--- config.mk ---
export PLATFORM = sky130hd
export DESIGN_NAME = shared_reg_arbiter_flat
export DESIGN_NICKNAME = d
export VERILOG_FILES = /design/src/rtl/shared_reg_arbiter_if.sv /design/src/rtl/shared_reg_arbiter.sv /design/src/flat_wrapper.sv
export SDC_FILE = /design/constraint.sdc
export NUM_CORES = 1
export LEC_CHECK = 0
export ABC_AREA = 1
export BUFFER_PORTS_ARGS = -buffer_cell sky130_fd_sc_hd__clkbuf_2
export CORE_MARGIN = 8
export CORE_UTILIZATION = 25
export DETAILED_ROUTE_END_ITERATION = 7
export GPL_TIMING_DRIVEN = 0
export HOLD_SLACK_MARGIN = 0.1
export PLACE_DENSITY = 0.51
export SKIP_CTS_REPAIR_TIMING = 1
export SLEW_MARGIN = 15
export SYNTH_ARGS = -nofsm -noshare
export SYNTH_HDL_FRONTEND = slang
export SYNTH_SLANG_ARGS = --single-unit
--- constraint.sdc ---
create_clock -name clk -period 2.2 [get_ports clk]
set_clock_uncertainty 0.05 [all_clocks]
set_input_delay 0.11 -clock clk [delete_from_list [all_inputs] [get_ports clk]]
set_output_delay 0.11 -clock clk [all_outputs]
set_load 0.01 [all_outputs]
--- src/rtl/shared_reg_arbiter_if.sv ---
`default_nettype none
// ============================================================================
// Module      : shared_reg_arbiter_if
// Description : Bundles the requester-side signals of the shared-register
//               arbiter. The slave modport belongs to the arbiter and the
//               master modport belongs to the requester side.
//               Signals:
//                 req          - per-requester level request (4 bits)
//                 data_in      - requester data, requester i on [i*N +: N]
//                 grant        - one-hot registered grant (4 bits)
//                 grant_id     - index of current/last grantee (2 bits)
//                 busy         - arbiter in LOAD or HOLD
//                 reg_en       - shared register load strobe (LOAD only)
//                 data_out     - shared register contents (N bits)
//                 timeout_flag - sticky forced-release flag
// Revision    : 1.0 - initial release
// ============================================================================
interface shared_reg_arbiter_if #(
   parameter int N = 8
);
   logic [3:0]     req;
   logic [4*N-1:0] data_in;
   logic [3:0]     grant;
   logic [1:0]     grant_id;
   logic           busy;
   logic           reg_en;
   logic [N-1:0]   data_out;
   logic           timeout_flag;

   modport master (
      output req,
      output data_in,
      input  grant,
      input  grant_id,
      input  busy,
      input  reg_en,
      input  data_out,
      input  timeout_flag
   );

   modport slave (
      input  req,
      input  data_in,
      output grant,
      output grant_id,
      output busy,
      output reg_en,
      output data_out,
      output timeout_flag
   );
endinterface
`default_nettype wire

--- src/rtl/shared_reg_arbiter.sv ---
`default_nettype none
// ============================================================================
// Module      : shared_reg_arbiter
// Description : Round-robin arbiter and sequencer sharing one N-bit register
//               between four requesters. A winner is picked in IDLE, its data
//               slice is loaded into the shared register in LOAD, ownership is
//               held in HOLD until the requester drops its request, and then
//               priority rotates to the requester after the released one.
// Ports       : clk  - rising-edge clock
//               rst  - synchronous active-high reset
//               bus  - shared_reg_arbiter_if.slave (req, data_in, grant,
//                      grant_id, busy, reg_en, data_out, timeout_flag)
// Parameters  : N       - data width of each requester and of the register
//               TIMEOUT - max HOLD cycles before a forced release
// Config      : `define ARB_TIMEOUT_EN enables the HOLD timeout counter and
//               the sticky timeout_flag; without it ownership is unbounded
//               and timeout_flag is tied low.
// Revision    : 1.0 - initial release
// ============================================================================
module shared_reg_arbiter #(
   parameter int N       = 8,
   parameter int TIMEOUT = 16
) (
   input  wire logic          clk,
   input  wire logic          rst,
   shared_reg_arbiter_if.slave bus
);

   typedef enum logic [1:0] {
      S_IDLE = 2'd0,
      S_LOAD = 2'd1,
      S_HOLD = 2'd2
   } state_t;

   // ------------------------------------------------------------------------
   // Registered state
   // ------------------------------------------------------------------------
   state_t       r_state;
   logic [3:0]   r_grant;
   logic [1:0]   r_grant_id;
   logic [1:0]   r_last;
   logic [N-1:0] r_data;

   // ------------------------------------------------------------------------
   // Next-state values and helpers
   // ------------------------------------------------------------------------
   state_t       w_state_nxt;
   logic [3:0]   w_grant_nxt;
   logic [1:0]   w_grant_id_nxt;
   logic [1:0]   w_last_nxt;
   logic [N-1:0] w_data_nxt;

   logic         w_win_valid;
   logic [1:0]   w_win_id;
   logic [N-1:0] w_sel_data;
   logic         w_timeout_hit;
   logic         w_release;

   // ------------------------------------------------------------------------
   // Round-robin winner search. The scan starts at last+1 and wraps; it runs
   // from the farthest candidate down to the nearest so the nearest requesting
   // candidate is the one left in w_win_id.
   // ------------------------------------------------------------------------
   always_comb begin
      w_win_valid = 1'b0;
      w_win_id    = 2'd0;
      for (int k = 4; k >= 1; k--) begin
         logic [1:0] cand;
         cand = r_last + 2'(k);
         if (bus.req[cand]) begin
            w_win_valid = 1'b1;
            w_win_id    = cand;
         end
      end
   end

   // 4:1 select of the granted requester's data slice.
   assign w_sel_data = bus.data_in[r_grant_id*N +: N];

   // Ownership ends when the owner drops its request or the timeout fires.
   assign w_release = ~bus.req[r_grant_id] | w_timeout_hit;

   // ------------------------------------------------------------------------
   // Next-state / next-value logic
   // ------------------------------------------------------------------------
   always_comb begin
      w_state_nxt    = r_state;
      w_grant_nxt    = r_grant;
      w_grant_id_nxt = r_grant_id;
      w_last_nxt     = r_last;
      w_data_nxt     = r_data;

      unique case (r_state)
         S_IDLE: begin
            if (w_win_valid) begin
               w_state_nxt    = S_LOAD;
               w_grant_nxt    = 4'b0001 << w_win_id;
               w_grant_id_nxt = w_win_id;
            end
         end

         // LOAD always completes, even if the request already dropped; the
         // following HOLD cycle then performs the release.
         S_LOAD: begin
            w_data_nxt  = w_sel_data;
            w_state_nxt = S_HOLD;
         end

         S_HOLD: begin
            if (w_release) begin
               w_state_nxt = S_IDLE;
               w_grant_nxt = 4'b0000;
               w_last_nxt  = r_grant_id;
            end
         end

         default: begin
            w_state_nxt = S_IDLE;
            w_grant_nxt = 4'b0000;
         end
      endcase
   end

   // ------------------------------------------------------------------------
   // State register
   // ------------------------------------------------------------------------
   always_ff @(posedge clk) begin
      if (rst) begin
         r_state    <= S_IDLE;
         r_grant    <= 4'b0000;
         r_grant_id <= 2'd0;
         r_last     <= 2'd3;          // requester 0 wins the first contention
         r_data     <= '0;
      end else begin
         r_state    <= w_state_nxt;
         r_grant    <= w_grant_nxt;
         r_grant_id <= w_grant_id_nxt;
         r_last     <= w_last_nxt;
         r_data     <= w_data_nxt;
      end
   end

   // ------------------------------------------------------------------------
   // Optional HOLD timeout
   // ------------------------------------------------------------------------
`ifdef ARB_TIMEOUT_EN
   localparam int CW = $clog2(TIMEOUT + 1);
   // The counter reads TIMEOUT-1 during the TIMEOUT-th HOLD cycle, so the
   // release happens at the end of exactly TIMEOUT HOLD cycles.
   localparam logic [CW-1:0] c_hold_last = CW'(TIMEOUT - 1);

   logic [CW-1:0] r_hold_cnt;
   logic          r_timeout_flag;
   logic          w_timeout_force;

   assign w_timeout_hit   = (r_state == S_HOLD) && (r_hold_cnt == c_hold_last);
   // Only a release the owner did not ask for counts as forced.
   assign w_timeout_force = w_timeout_hit & bus.req[r_grant_id];

   always_ff @(posedge clk) begin
      if (rst) begin
         r_hold_cnt     <= '0;
         r_timeout_flag <= 1'b0;
      end else begin
         if ((r_state == S_IDLE) && w_win_valid) begin
            r_hold_cnt <= '0;
         end else if (r_state == S_HOLD) begin
            r_hold_cnt <= r_hold_cnt + 1'b1;
         end
         if (w_timeout_force) begin
            r_timeout_flag <= 1'b1;
         end
      end
   end

   assign bus.timeout_flag = r_timeout_flag;
`else
   localparam int c_unused_timeout = TIMEOUT;

   assign w_timeout_hit    = 1'b0;
   assign bus.timeout_flag = 1'b0;
`endif

   // ------------------------------------------------------------------------
   // Outputs
   // ------------------------------------------------------------------------
   assign bus.grant    = r_grant;
   assign bus.grant_id = r_grant_id;
   assign bus.busy     = (r_state != S_IDLE);
   assign bus.reg_en   = (r_state == S_LOAD);
   assign bus.data_out = r_data;

   // ------------------------------------------------------------------------
   // Structural invariants
   // ------------------------------------------------------------------------
   a_grant_onehot0: assert property (@(posedge clk) disable iff (rst)
      $onehot0(r_grant));

   a_idle_no_grant: assert property (@(posedge clk) disable iff (rst)
      (r_state == S_IDLE) |-> (r_grant == 4'b0000));

endmodule
`default_nettype wire

--- src/flat_wrapper.sv ---
// flat-port wrapper written by rule: the top's interface ports become plain ports
module shared_reg_arbiter_flat 
#(
   parameter int N       = 8,
   parameter int TIMEOUT = 16
)
  (clk, rst, bus_req, bus_data_in, bus_grant, bus_grant_id, bus_busy, bus_reg_en, bus_data_out, bus_timeout_flag);
  shared_reg_arbiter_if #(.N(N)) bus_i ();
  input  wire logic clk;
  input  wire logic rst;
  input wire logic [$bits(bus_i.req)-1:0] bus_req;
  input wire logic [$bits(bus_i.data_in)-1:0] bus_data_in;
  output wire logic [$bits(bus_i.grant)-1:0] bus_grant;
  output wire logic [$bits(bus_i.grant_id)-1:0] bus_grant_id;
  output wire logic [$bits(bus_i.busy)-1:0] bus_busy;
  output wire logic [$bits(bus_i.reg_en)-1:0] bus_reg_en;
  output wire logic [$bits(bus_i.data_out)-1:0] bus_data_out;
  output wire logic [$bits(bus_i.timeout_flag)-1:0] bus_timeout_flag;
  assign bus_i.req = bus_req;
  assign bus_i.data_in = bus_data_in;
  assign bus_grant = bus_i.grant;
  assign bus_grant_id = bus_i.grant_id;
  assign bus_busy = bus_i.busy;
  assign bus_reg_en = bus_i.reg_en;
  assign bus_data_out = bus_i.data_out;
  assign bus_timeout_flag = bus_i.timeout_flag;
  shared_reg_arbiter #(.N(N), .TIMEOUT(TIMEOUT)) u_core (.clk(clk), .rst(rst), .bus(bus_i));
endmodule
# Word-level counts from Yosys, hierarchy flattened
# Cells that the tools add are included.
dict set report totals {
  reg_bits 18
  output_inout_bits 17
  word_cells 51
}
dict set report op_classes {
  muxes 24
  n_lt_le_gt_ge 5
  n_reduce_logical 6
  shift 2
  eq_ne 4
  n_bitwise 2
  add_sub_neg 3
}
# operator n
set ops {}
lappend ops {{$shiftx 32x6->8} 1}
lappend ops {{$lt 2x3->1 const B} 5}
lappend ops {{$mux 2} 6}
lappend ops {{$pmux 4 s3} 1}
lappend ops {{$bmux 1 s2} 5}
lappend ops {{$mux 1} 9}
lappend ops {{$mux 4} 2}
lappend ops {{$pmux 2 s3} 1}
lappend ops {{$reduce_and 2->1} 3}
lappend ops {{$add 2x2->2 const B} 2}
lappend ops {{$shl 1x2->4 const A} 1}
lappend ops {{$reduce_and 3->1} 1}
lappend ops {{$add 2x1->2 const B} 1}
lappend ops {{$eq 2x1->1 const B} 1}
lappend ops {{$eq 2x2->1 const B} 1}
lappend ops {{$logic_not 2->1} 1}
lappend ops {{$ne 2x1->1 const B} 1}
lappend ops {{$ne 2x2->1 const B} 1}
lappend ops {{$not 1->1} 2}
lappend ops {{$reduce_bool 2->1} 1}

# Longest topological paths before layout
# Gate-level depths: netlist (run 1).
dict set report logic_depth {
  ltp_word 9
  ltp_mapped 12
}

# Worst setup path before layout (run 1)
# OpenSTA, ideal clock, no wires.
dict set report synth_timing {
  path_kind {reg2reg}
  from {register u_core.r_grant_id[0] (netlist: u_core.bus.grant_id[0])}
  to {register u_core.r_data[5] (netlist: u_core.bus.data_out[5])}
  arrival_time_ps 1202
  required_ps 2037
  synth_period_minus_slack_ps 1365
  setup_ps 113
  path_slack_ps 835
  path_stages_with_launch 8
  cell_sequence {dfxtp_1 buf_2 inv_1 buf_2 o21ai_0 o22ai_1 o21ai_1 inv_1}
}
dict set report synth_between {
  elab_chain_len 1
}
# item line_no
set synth_rtl {}
lappend synth_rtl {{from (decl)} shared_reg_arbiter.sv:40} ;# logic [1:0] r_grant_id;
lappend synth_rtl {{from (signal assigned)} shared_reg_arbiter.sv:137} ;# r_grant_id <= w_grant_id_nxt;
lappend synth_rtl {{$shiftx 32x6->8} shared_reg_arbiter.sv:78} ;# assign w_sel_data = bus.data_in[r_grant_id*N +: N];
lappend synth_rtl {{to (signal assigned)} shared_reg_arbiter.sv:139} ;# r_data <= w_data_nxt;
lappend synth_rtl {{to (decl)} shared_reg_arbiter.sv:42} ;# logic [N-1:0] r_data;
# Every way passes these cells.
# A chain may end at the register's enable or synchronous reset.

# Worst setup path in the final report (run 1)
# Ends and elaborated chain as after synthesis.

==> qor.txt, run 1 <==
WL final = 3.64 mm
First-pass GRT wire length = 6.26 mm
Synthesized area per cell = 6.08 sq um
Most frequent cells in the layout = 52 x clkbuf_2, 35 x nor2_1, 35 x nand2_1
Initial antenna violation count = 0
Post-route DRC violation count = 0
Total area of sequential cells = 360 sq um
Vias in the first global route = 1412
Setup CP Type = reg -> reg
Critical Path RT = 2.31 ns
Initial Util = 25.4%
Status = finished clean
Gr ovfl total = 0
Worst-skew pair later-pin latency = 0.25 ns
Placer Congestion = 0.754
Vias = 1343
Final Power = 1.20 mW
First DRT Iteration DRCs = 17
Synth unique cells = 25
WP data arrival = 1.67 ns
Worst Hold Class = in -> reg
Syn. warnings = 0
Seq cells post-synth = 18
CP cell instances = buf_2 -> inv_1 -> buf_2 -> o21ai_0 -> o22ai_1 -> o21ai_1 -> inv_1
Final Hold Viols = 0
Die area = 7200 sq um
IO Port Bufs = 52
Area of the multi-input gates = 671 sq um
CORE AREA = 4660 sq um
Int Pwr = 726 uW
Critical path launch point type = flip-flop
Final setup fails = 0
Layout Nets = 290
Area leader, netlist = dfxtp_1
Clock buffer depth = 2
Crit. End Element = flip-flop
Buffer and inverter count on the worst path = 4
CTS tree = built
MaxCap Viol Count = 0
Mapped Nets = 233
Die W = 84.9 um
P_leak = 0.865 nW
Worst path max stage delay = 0.40 ns
Row count = 25
VDD IR-drop max = 0.198 mV
I/O Pins = 55
Combinational fraction of design power = 43.3%
Routed len/inst = 11.9 um
CTS buffer count = 3
Via-per-instance ratio = 4.40
Layout cell share with drive strength beyond 1 = 31.9%
Setup TNS = 0 ns
Most area-consuming cells after synthesis = dfxtp_1 30%, nand2_1 11%, nor2_1 11%
Clock slew at reported path FFs = 0.07 ns
Crit share post-route = 71.0%
Netlist Area Pre-Place = 1190 sq um
Post-synthesis sequential area ratio = 30.4%
CP Max Fanout = 10
Synthesis-to-finish area growth = 32.3%
Fin. max-slew vios = 0
Max Clock Freq = 640 MHz
Power share of the clock group = 22.6%
CTS root buf = clkbuf_8
H-tree Lvls = 1
Pin count of the biggest net entering global routing = 11
Gr usage total = 10.7%
DP HPWL = 3.07 mm
Net Sw Frac = 39.4%
Inst Count DP = 301
Non-Filler Instances = 305
DR pass1 iterations = 4
# diodes = 0
Clock sink count = 18
Commonest non-fill, non-tap cell in the layout = clkbuf_2
# fillers = 516
Reg power frac = 34.1%
Gate Count Post-Synth = 195
Top cell type's share of synthesized area = 30.4%
Crit path max-delay family = buffers and inverters
RSZ-0062 raised after global routing = no
Slowest cell on the critical path = dfxtp_1
Chip height = 84.9 um
Fin crit period = 1.56 ns
Power per Cell Area = 763 nW/um^2
Psw = 472 uW
Routed Antenna Nets = 0
flip-flops by register name, summed over array words and instances, names as in the netlist:
name	cells
u_core.bus.grant_id	2
u_core.r_last	2
u_core.bus.grant	4
u_core.bus.data_out	8
u_core.r_state	2
per-layer routing:
layer  up-vias  share of wire [%]  GRT usage [%]
met5         -                  0              0
met4         0               0.49           3.40
met3         2                8.8           4.54
met2        47                 42           16.5
met1       559                 49           12.9
li1        735                  -              -
worst reg2reg max path, cell delays in order, from the launching register on:
cell and delay [ns]:
dfxtp_1 0.40, buf_2 0.24, inv_1 0.14, buf_2 0.22, o21ai_0 0.16, o22ai_1 0.09
o21ai_1 0.12, inv_1 0.04
synth_stat cells:
library cell  instances
a21oi_1              10
a21oi_2               1
buf_2                 3
buf_4                 1
buf_6                 1
clkbuf_1              3
conb_1                1
dfxtp_1              18
inv_1                24
inv_2                 3
inv_6                 1
nand2_1              35
nand2_2               9
nand3_1               4
nand3_2               1
nand4_1               2
nor2_1               35
nor2_2                1
nor2_4                1
nor3_2                1
o211ai_1              2
o21ai_0              20
o21ai_1               9
o21ai_2               1
o22ai_1               8
area by class of cell:
type,instances,area share [%]
Multi-Input combinational cell,141,42.7
Sequential cell,18,23.0
Timing Repair Buffer,52,16.6
Inverter,28,7.02
Tap cell,54,4.31
Clock buffer,4,3.51
Buffer,8,2.87
power by group through the flow:
stage	combinational, mW	sequential [mW]	clock (mW)
after floorplan	0.334	0.431	0
after global placement	0.526	0.415	0
after detailed placement	0.529	0.416	0
after CTS	0.530	0.409	0.282
after global routing	0.595	0.416	0.297
final	0.518	0.409	0.270
final timing paths:
check / from / slack [ns] / endpoint / cells past startpoint
worst min register to register: u_core.bus.grant[2] / 0.41 / u_core.bus.grant[2] / 2
worst min-delay path: bus_data_in[6] / 0.18 / u_core.bus.data_out[6] / 5
worst max register to register: u_core.bus.grant_id[0] / 0.64 / u_core.bus.data_out[5] / 7
worst max-delay path: u_core.bus.grant_id[0] / 0.64 / u_core.bus.data_out[5] / 7
cells by family after synthesis:
| group | count (synthesis) | synth area share [%] |
|---|---|---|
| simple gates | 89 | 32.8 |
| compound gates | 51 | 23.4 |
| buf+inv | 36 | 13.1 |
| flops | 18 | 30.4 |
| other cells | 1 | 0.316 |
through the flow:
step / util (%) / hold slack, ns / setup slack [ns] / cell area (sq um)
floorplan: - / 0.322 / 0.835 / 1190
global route: 33.7 / 0.223 / 0.447 / 1570
CTS: 33.7 / 0.181 / 0.654 / 1570
finish: 33.7 / 0.185 / 0.638 / 1570
global placement: 32.5 / 0.406 / 0.672 / 1510
detailed placement: 32.5 / 0.406 / 0.660 / 1510
No activity file was read; power rests on OpenSTA's default activity.
==> run 2: changes to the inputs <==
- ABC_AREA: 1 -> 0
- PLACE_DENSITY: 0.51 -> 0.54
- clock period: 2.2 -> 1.29 ns (I/O delays scaled with it)
==> run 2 against run 1 <==
Effect of this change:
- the flow now finishes with violations (setup timing)
- sequential cell count unchanged
- register-to-register slack got worse by 0.85 ns
- design area increased by 2.7%
- highest routed layer unchanged
==> qor.txt, run 2 <==
Status = finished with violations (was finished clean)
Failing checks = setup timing
Die W = 80.3 um (was 84.9 um)
H-tree Lvls = 1 (unchanged)
Most area-consuming cells after synthesis = dfxtp_1 35%, mux4_2 20%, nand2_1 6.2% (was dfxtp_1 30%, nand2_1 11%, nor2_1 11%)
Initial antenna violation count = 0 (unchanged)
Synth unique cells = 36 (was 25)
Synthesis-to-finish area growth = 56.1% (was 32.3%)
Clock buffer depth = 2 (unchanged)
Seq cells post-synth = 18 (unchanged)
Fin. max-slew vios = 0 (unchanged)
Row count = 23 (was 25)
Worst-skew pair later-pin latency = 0.25 ns (about the same)
Max reg flops = 8 (unchanged)
First-pass GRT wire length = 4.97 mm (was 6.26 mm)
CTS tree = built (unchanged)
Vias in the first global route = 1078 (was 1412)
Dominant synthesized flop cell = dfxtp_1 (unchanged)
Setup ws final = -0.215 ns (was 0.638 ns)
Worst-Margin Slew = 0.534 ns
Max Clock Freq = 665 MHz (was 640 MHz)
Chip height = 80.3 um (was 84.9 um)
Share of flip-flops with an asynchronous set or reset = 0% (unchanged)
Layout cell share with drive strength beyond 1 = 60.6% (was 31.9%)
RSZ-0062 raised after global routing = yes (was no)
WP data arrival = 1.61 ns (was 1.67 ns)
Syn. warnings = 0 (unchanged)
Via-per-instance ratio = 4.83 (was 4.40)
Critical path launch point type = flip-flop (unchanged)
Hold slack = 0.213 ns (was 0.185 ns)
Vias = 1062 (was 1343)
Mapped Nets = 142 (was 233)
Final Hold Viols = 0 (unchanged)
Clock sink count = 18 (unchanged)
Fin crit period = 1.50 ns (was 1.56 ns)
# diodes = 0 (unchanged)
Die area = 6440 sq um (was 7200 sq um)
MaxCap Viol Count = 0 (unchanged)
DP HPWL = 2.64 mm (was 3.07 mm)
WL final = 3.33 mm (was 3.64 mm)
Crit share post-route = 117% (was 71.0%)
Top cell type's share of synthesized area = 34.9% (was 30.4%)
# fillers = 425 (was 516)
CORE AREA = 4000 sq um (was 4660 sq um)
Initial Util = 25.8% (was 25.4%)
Routed Antenna Nets = 0 (unchanged)
Final setup fails = 16 (was 0)
Routed len/inst = 15.1 um (was 11.9 um)
Commonest non-fill, non-tap cell in the layout = clkbuf_2 (unchanged)
Post-synth EDFFs = 0 (unchanged)
Critical Path RT = 1.39 ns (was 2.31 ns)
Pin count of the biggest net entering global routing = 11 (unchanged)
IO Port Bufs = 52 (unchanged)
Gate Count Post-Synth = 104 (was 195)
Placer Congestion = 0.718 (was 0.754)
Power per Cell Area = 1090 nW/um^2 (was 763 nW/um^2)
Most frequent cells in the layout = 52 x clkbuf_2, 15 x dfxtp_1, 13 x nand2_1 (was 52 x clkbuf_2, 35 x nor2_1, 35 x nand2_1)
Worst Hold Class = in -> reg (unchanged)
CTS buffer count = 3 (unchanged)
I/O Pins = 55 (unchanged)
Most common library cells after synthesis = 18 x dfxtp_1, 17 x nand2_1, 11 x a21oi_1 (was 35 x nand2_1, 35 x nor2_1, 24 x inv_1)
Max_slew headroom = 64.4%
Setup CP Type = reg -> reg (unchanged)
Setup WS pre-CTS = -0.244 ns (was 0.660 ns)
CP Max Fanout = 4 (was 10)
Crit. End Element = flip-flop (unchanged)
Area leader, netlist = dfxtp_1 (unchanged)
Clock slew at reported path FFs = 0.07 ns (about the same)
Synthesized area per cell = 9.93 sq um (was 6.08 sq um)
Gr usage total = 9.68% (was 10.7%)
VDD IR-drop max = 0.444 mV (was 0.198 mV)
Netlist Area Pre-Place = 1030 sq um (was 1190 sq um)
Most frequent cell after synthesis = dfxtp_1
Final Core Density = 40.3% (was 33.7%)
Layout Nets = 209 (was 290)
Post-route DRC violation count = 0 (unchanged)
Post-synthesis sequential area ratio = 34.9% (was 30.4%)
Gr ovfl total = 0 (unchanged)
Final cell area excluding filler cells = 1610 sq um (was 1570 sq um)
P_leak = 0.675 nW (was 0.865 nW)
DR pass1 iterations = 4 (unchanged)
First DRT Iteration DRCs = 11 (was 17)
Post-DP Area = 1380 sq um (was 1510 sq um)
CTS root buf = clkbuf_8 (unchanged)
## run 2: final cells by class
| class | instances | area, sq um | share of cell area (%) |
|---|---|---|---|
| clock buffer | 4 | 55.1 | 3.42 |
| tap | 50 | 62.6 | 3.88 |
| multi-input combinational | 76 | 684 | 42.5 |
| inverter | 2 | 11.3 | 0.699 |
| sequential | 18 | 369 | 22.9 |
| buffer | 8 | 73.8 | 4.58 |
| timing repair buffer | 62 | 355 | 22.0 |
## run 2: report_power, final
part           switching (mW)  leakage, nW  total [mW]  internal, mW
combinational           0.292        0.497       0.633         0.341
clock                   0.198       0.0288       0.469         0.271
sequential             0.0382        0.149       0.648         0.610
total                   0.528        0.675        1.75          1.22
## run 2: worst max-delay path, stage by stage (launching register included)
cell      delay [ns]
dfxtp_4         0.36
mux4_2          0.55
o211ai_2        0.11
o31ai_4         0.12
a32o_1          0.21
## run 2: kinds of logic (layout without fill, tap and decap cells)
kind of cell	Yosys count	after routing	share of synthesized area [%]
buffers and inverters	10	76	4.85
AO/OA/AOI/OAI	29	29	21.0
flip-flops	18	18	34.9
multiplexers	10	10	20.6
AND/OR/NAND/NOR	36	36	18.3
other	1	1	0.363
## run 2: final timing paths
check                              start                endpoint  slack [ns]  depth (start not counted)
setup / recovery  u_core.bus.grant_id[1]     u_core.bus.grant[1]       -0.21                          4
setup reg to reg  u_core.bus.grant_id[1]     u_core.bus.grant[1]       -0.21                          4
hold reg to reg   u_core.bus.data_out[3]  u_core.bus.data_out[3]        0.41                          2
hold / removal                       rst  u_core.bus.grant_id[0]        0.21                          2
## run 2: through the flow
| stage | power, mW | cells | TNS (ns) |
|---|---|---|---|
| after floorplan | 0.981 | 104 | -1.27 |
| after global placement | 1.14 | 206 | -2.28 |
| after detailed placement | 1.16 | 206 | -2.56 |
| after CTS | 1.64 | 210 | -3.22 |
| after global routing | 1.86 | 220 | -2.79 |
| final | 1.75 | 220 | -1.75 |
## run 2: routing by layer
metal	vias up	track usage, %	share of wire [%]
li1	519	-	-
met1	501	11.0	42
met2	38	16.3	48
met3	4	3.91	9.5
met4	0	2.73	0.90
met5	-	0	0
==> run 3: changes to the inputs <==
--- a/config.mk
+++ b/config.mk
@@ -8,4 +8,5 @@
 export ABC_AREA = 0
 export BUFFER_PORTS_ARGS = -buffer_cell sky130_fd_sc_hd__clkbuf_2
+export CORE_ASPECT_RATIO = 0.9
 export CORE_MARGIN = 8
 export CORE_UTILIZATION = 25
--- a/constraint.sdc
+++ b/constraint.sdc
@@ -3,3 +3,3 @@
 set_input_delay 0.0645 -clock clk [delete_from_list [all_inputs] [get_ports clk]]
 set_output_delay 0.0645 -clock clk [all_outputs]
-set_load 0.01 [all_outputs]
+set_load 0.005 [all_outputs]
==> run 3 against run 2 <==
Effect of this change:
- first-iteration DRC count rose to 3.3 times the previous value
- count of clock-buffer cells in the layout did not move
- the run still ends with setup timing left
- routed wire length rose by 0.78%
==> qor.txt, run 3 (same netlist as run 2, synthesis figures left out) <==
Status = finished with violations (unchanged)
Failing checks = setup timing (unchanged)
Total area of sequential cells = 369 sq um (unchanged)
DR pass1 iterations = 5 (was 4)
Routed Antenna Nets = 0 (unchanged)
Via-per-instance ratio = 4.95 (was 4.83)
Reg2reg path depth = 4 (unchanged)
Pin count of the biggest net entering global routing = 11 (unchanged)
Initial Util = 25.7% (was 25.8%)
Critical path launch point type = flip-flop (unchanged)
Area of the multi-input gates = 678 sq um (was 684 sq um)
Crit share post-route = 115% (was 117%)
Fin crit period = 1.49 ns (was 1.50 ns)
I/O Pins = 55 (unchanged)
Worst-skew pair later-pin latency = 0.26 ns (was 0.25 ns)
Synthesis-to-finish area growth = 56.5% (was 56.1%)
Chip height = 77.0 um (was 80.3 um)
Critical Path RT = 1.39 ns (about the same)
Layout cell share with drive strength beyond 1 = 60.2% (was 60.6%)
Hold Path Depth = 2 (unchanged)
Top Layer Used = met4 (unchanged)
Setup TNS = -1.69 ns (was -1.75 ns)
Crit. End Element = flip-flop (unchanged)
First DRT Iteration DRCs = 36 (was 11)
P_leak = 0.683 nW (was 0.675 nW)
CP Max Fanout = 4 (unchanged)
IO Port Bufs = 52 (unchanged)
WL final = 3.35 mm (was 3.33 mm)
Met2 WL post-DR = 1.51 mm (was 1.60 mm)
Setup ws final = -0.199 ns (was -0.215 ns)
Worst Hold Class = in -> reg (unchanged)
Setup CP Type = reg -> reg (unchanged)
Most frequent cells in the layout = 52 x clkbuf_2, 15 x dfxtp_1, 12 x nand2_1 (was 52 x clkbuf_2, 15 x dfxtp_1, 13 x nand2_1)
Max reg flops = 8 (unchanged)
Initial antenna violation count = 0 (unchanged)
VDD IR-drop max = 0.659 mV (was 0.444 mV)
Fin. max-slew vios = 0 (unchanged)
# diodes = 0 (unchanged)
Layout Nets = 210 (was 209)
WP data arrival = 1.59 ns (was 1.61 ns)
CTS buffer count = 3 (unchanged)
Vias = 1085 (was 1062)
H-tree Lvls = 1 (unchanged)
WL met1 = 1.41 mm (was 1.38 mm)
Clock buffer depth = 2 (unchanged)
Placer Congestion = 0.776 (was 0.718)
Post-route DRC violation count = 0 (unchanged)
# fillers = 428 (was 425)
Final Hold Viols = 0 (unchanged)
Gr ovfl total = 0 (unchanged)
CORE AREA = 4020 sq um (was 4000 sq um)
Setup WS pre-CTS = -0.236 ns (was -0.244 ns)
Gr usage total = 9.67% (was 9.68%)
DP HPWL = 2.65 mm (was 2.64 mm)
Vias in the first global route = 1050 (was 1078)
Row count = 22 (was 23)
Max Clock Freq = 671 MHz (was 665 MHz)
Met3 wire len = 425 um (was 316 um)
Commonest non-fill, non-tap cell in the layout = clkbuf_2 (unchanged)
Routed len/inst = 15.3 um (was 15.1 um)
Clock slew at reported path FFs = 0.07 ns (about the same)
CTS tree = built (unchanged)
First-pass GRT wire length = 5.20 mm (was 4.97 mm)
MaxCap Viol Count = 0 (unchanged)
CTS root buf = clkbuf_8 (unchanged)
Final setup fails = 14 (was 16)
Die area = 6440 sq um (about the same)
Clock sink count = 18 (unchanged)
Power per Cell Area = 1080 nW/um^2 (was 1090 nW/um^2)
RSZ-0062 raised after global routing = yes (unchanged)
Die W = 83.7 um (was 80.3 um)
## run 3: critical path, cell delays in order, from the launching register on
cell and delay [ns]:
dfxtp_4 0.35, mux4_2 0.55, o211ai_2 0.11, o31ai_4 0.11, a32o_1 0.21
## run 3: per-stage QoR
stage / power (mW) / util (%) / area, sq um / hold WS [ns] / instances
final: 1.74 / 40.2 / 1620 / 0.207 / 219
after global routing: 1.84 / 40.2 / 1620 / 0.229 / 219
after CTS: 1.61 / 35.5 / 1430 / 0.193 / 208
after detailed placement: 1.14 / 34.1 / 1370 / 0.400 / 204
after global placement: 1.13 / 34.1 / 1370 / 0.395 / 204
after floorplan: 0.962 / - / 1050 / 0.213 / 104
## run 3: per-layer routing
metal	vias up	global-route usage (%)
met5	-	0
met4	0	1.03
met3	2	6.34
met2	50	14.5
met1	512	11.6
li1	521	-
## run 3: final cells by class
| type | instances | area share [%] |
|---|---|---|
| Clock buffer | 4 | 3.41 |
| Sequential cell | 18 | 22.9 |
| Timing Repair Buffer | 63 | 22.8 |
| Multi-Input combinational cell | 76 | 42.0 |
| Inverter | 2 | 0.697 |
| Buffer | 8 | 4.57 |
| Tap cell | 48 | 3.72 |
## run 3: report_power, final
group | internal [mW] | total [mW] | switching, mW
combinational | 0.346 | 0.623 | 0.277
clock | 0.271 | 0.467 | 0.195
sequential | 0.610 | 0.649 | 0.0389
## run 3: final timing paths
path	endpoint	slack (ns)	from
worst min register to register	u_core.bus.data_out[0]	0.41	u_core.bus.data_out[0]
worst max-delay path	u_core.bus.grant[1]	-0.20	u_core.bus.grant_id[1]
worst min-delay path	u_core.bus.grant_id[0]	0.21	rst
worst max register to register	u_core.bus.grant[1]	-0.20	u_core.bus.grant_id[1]
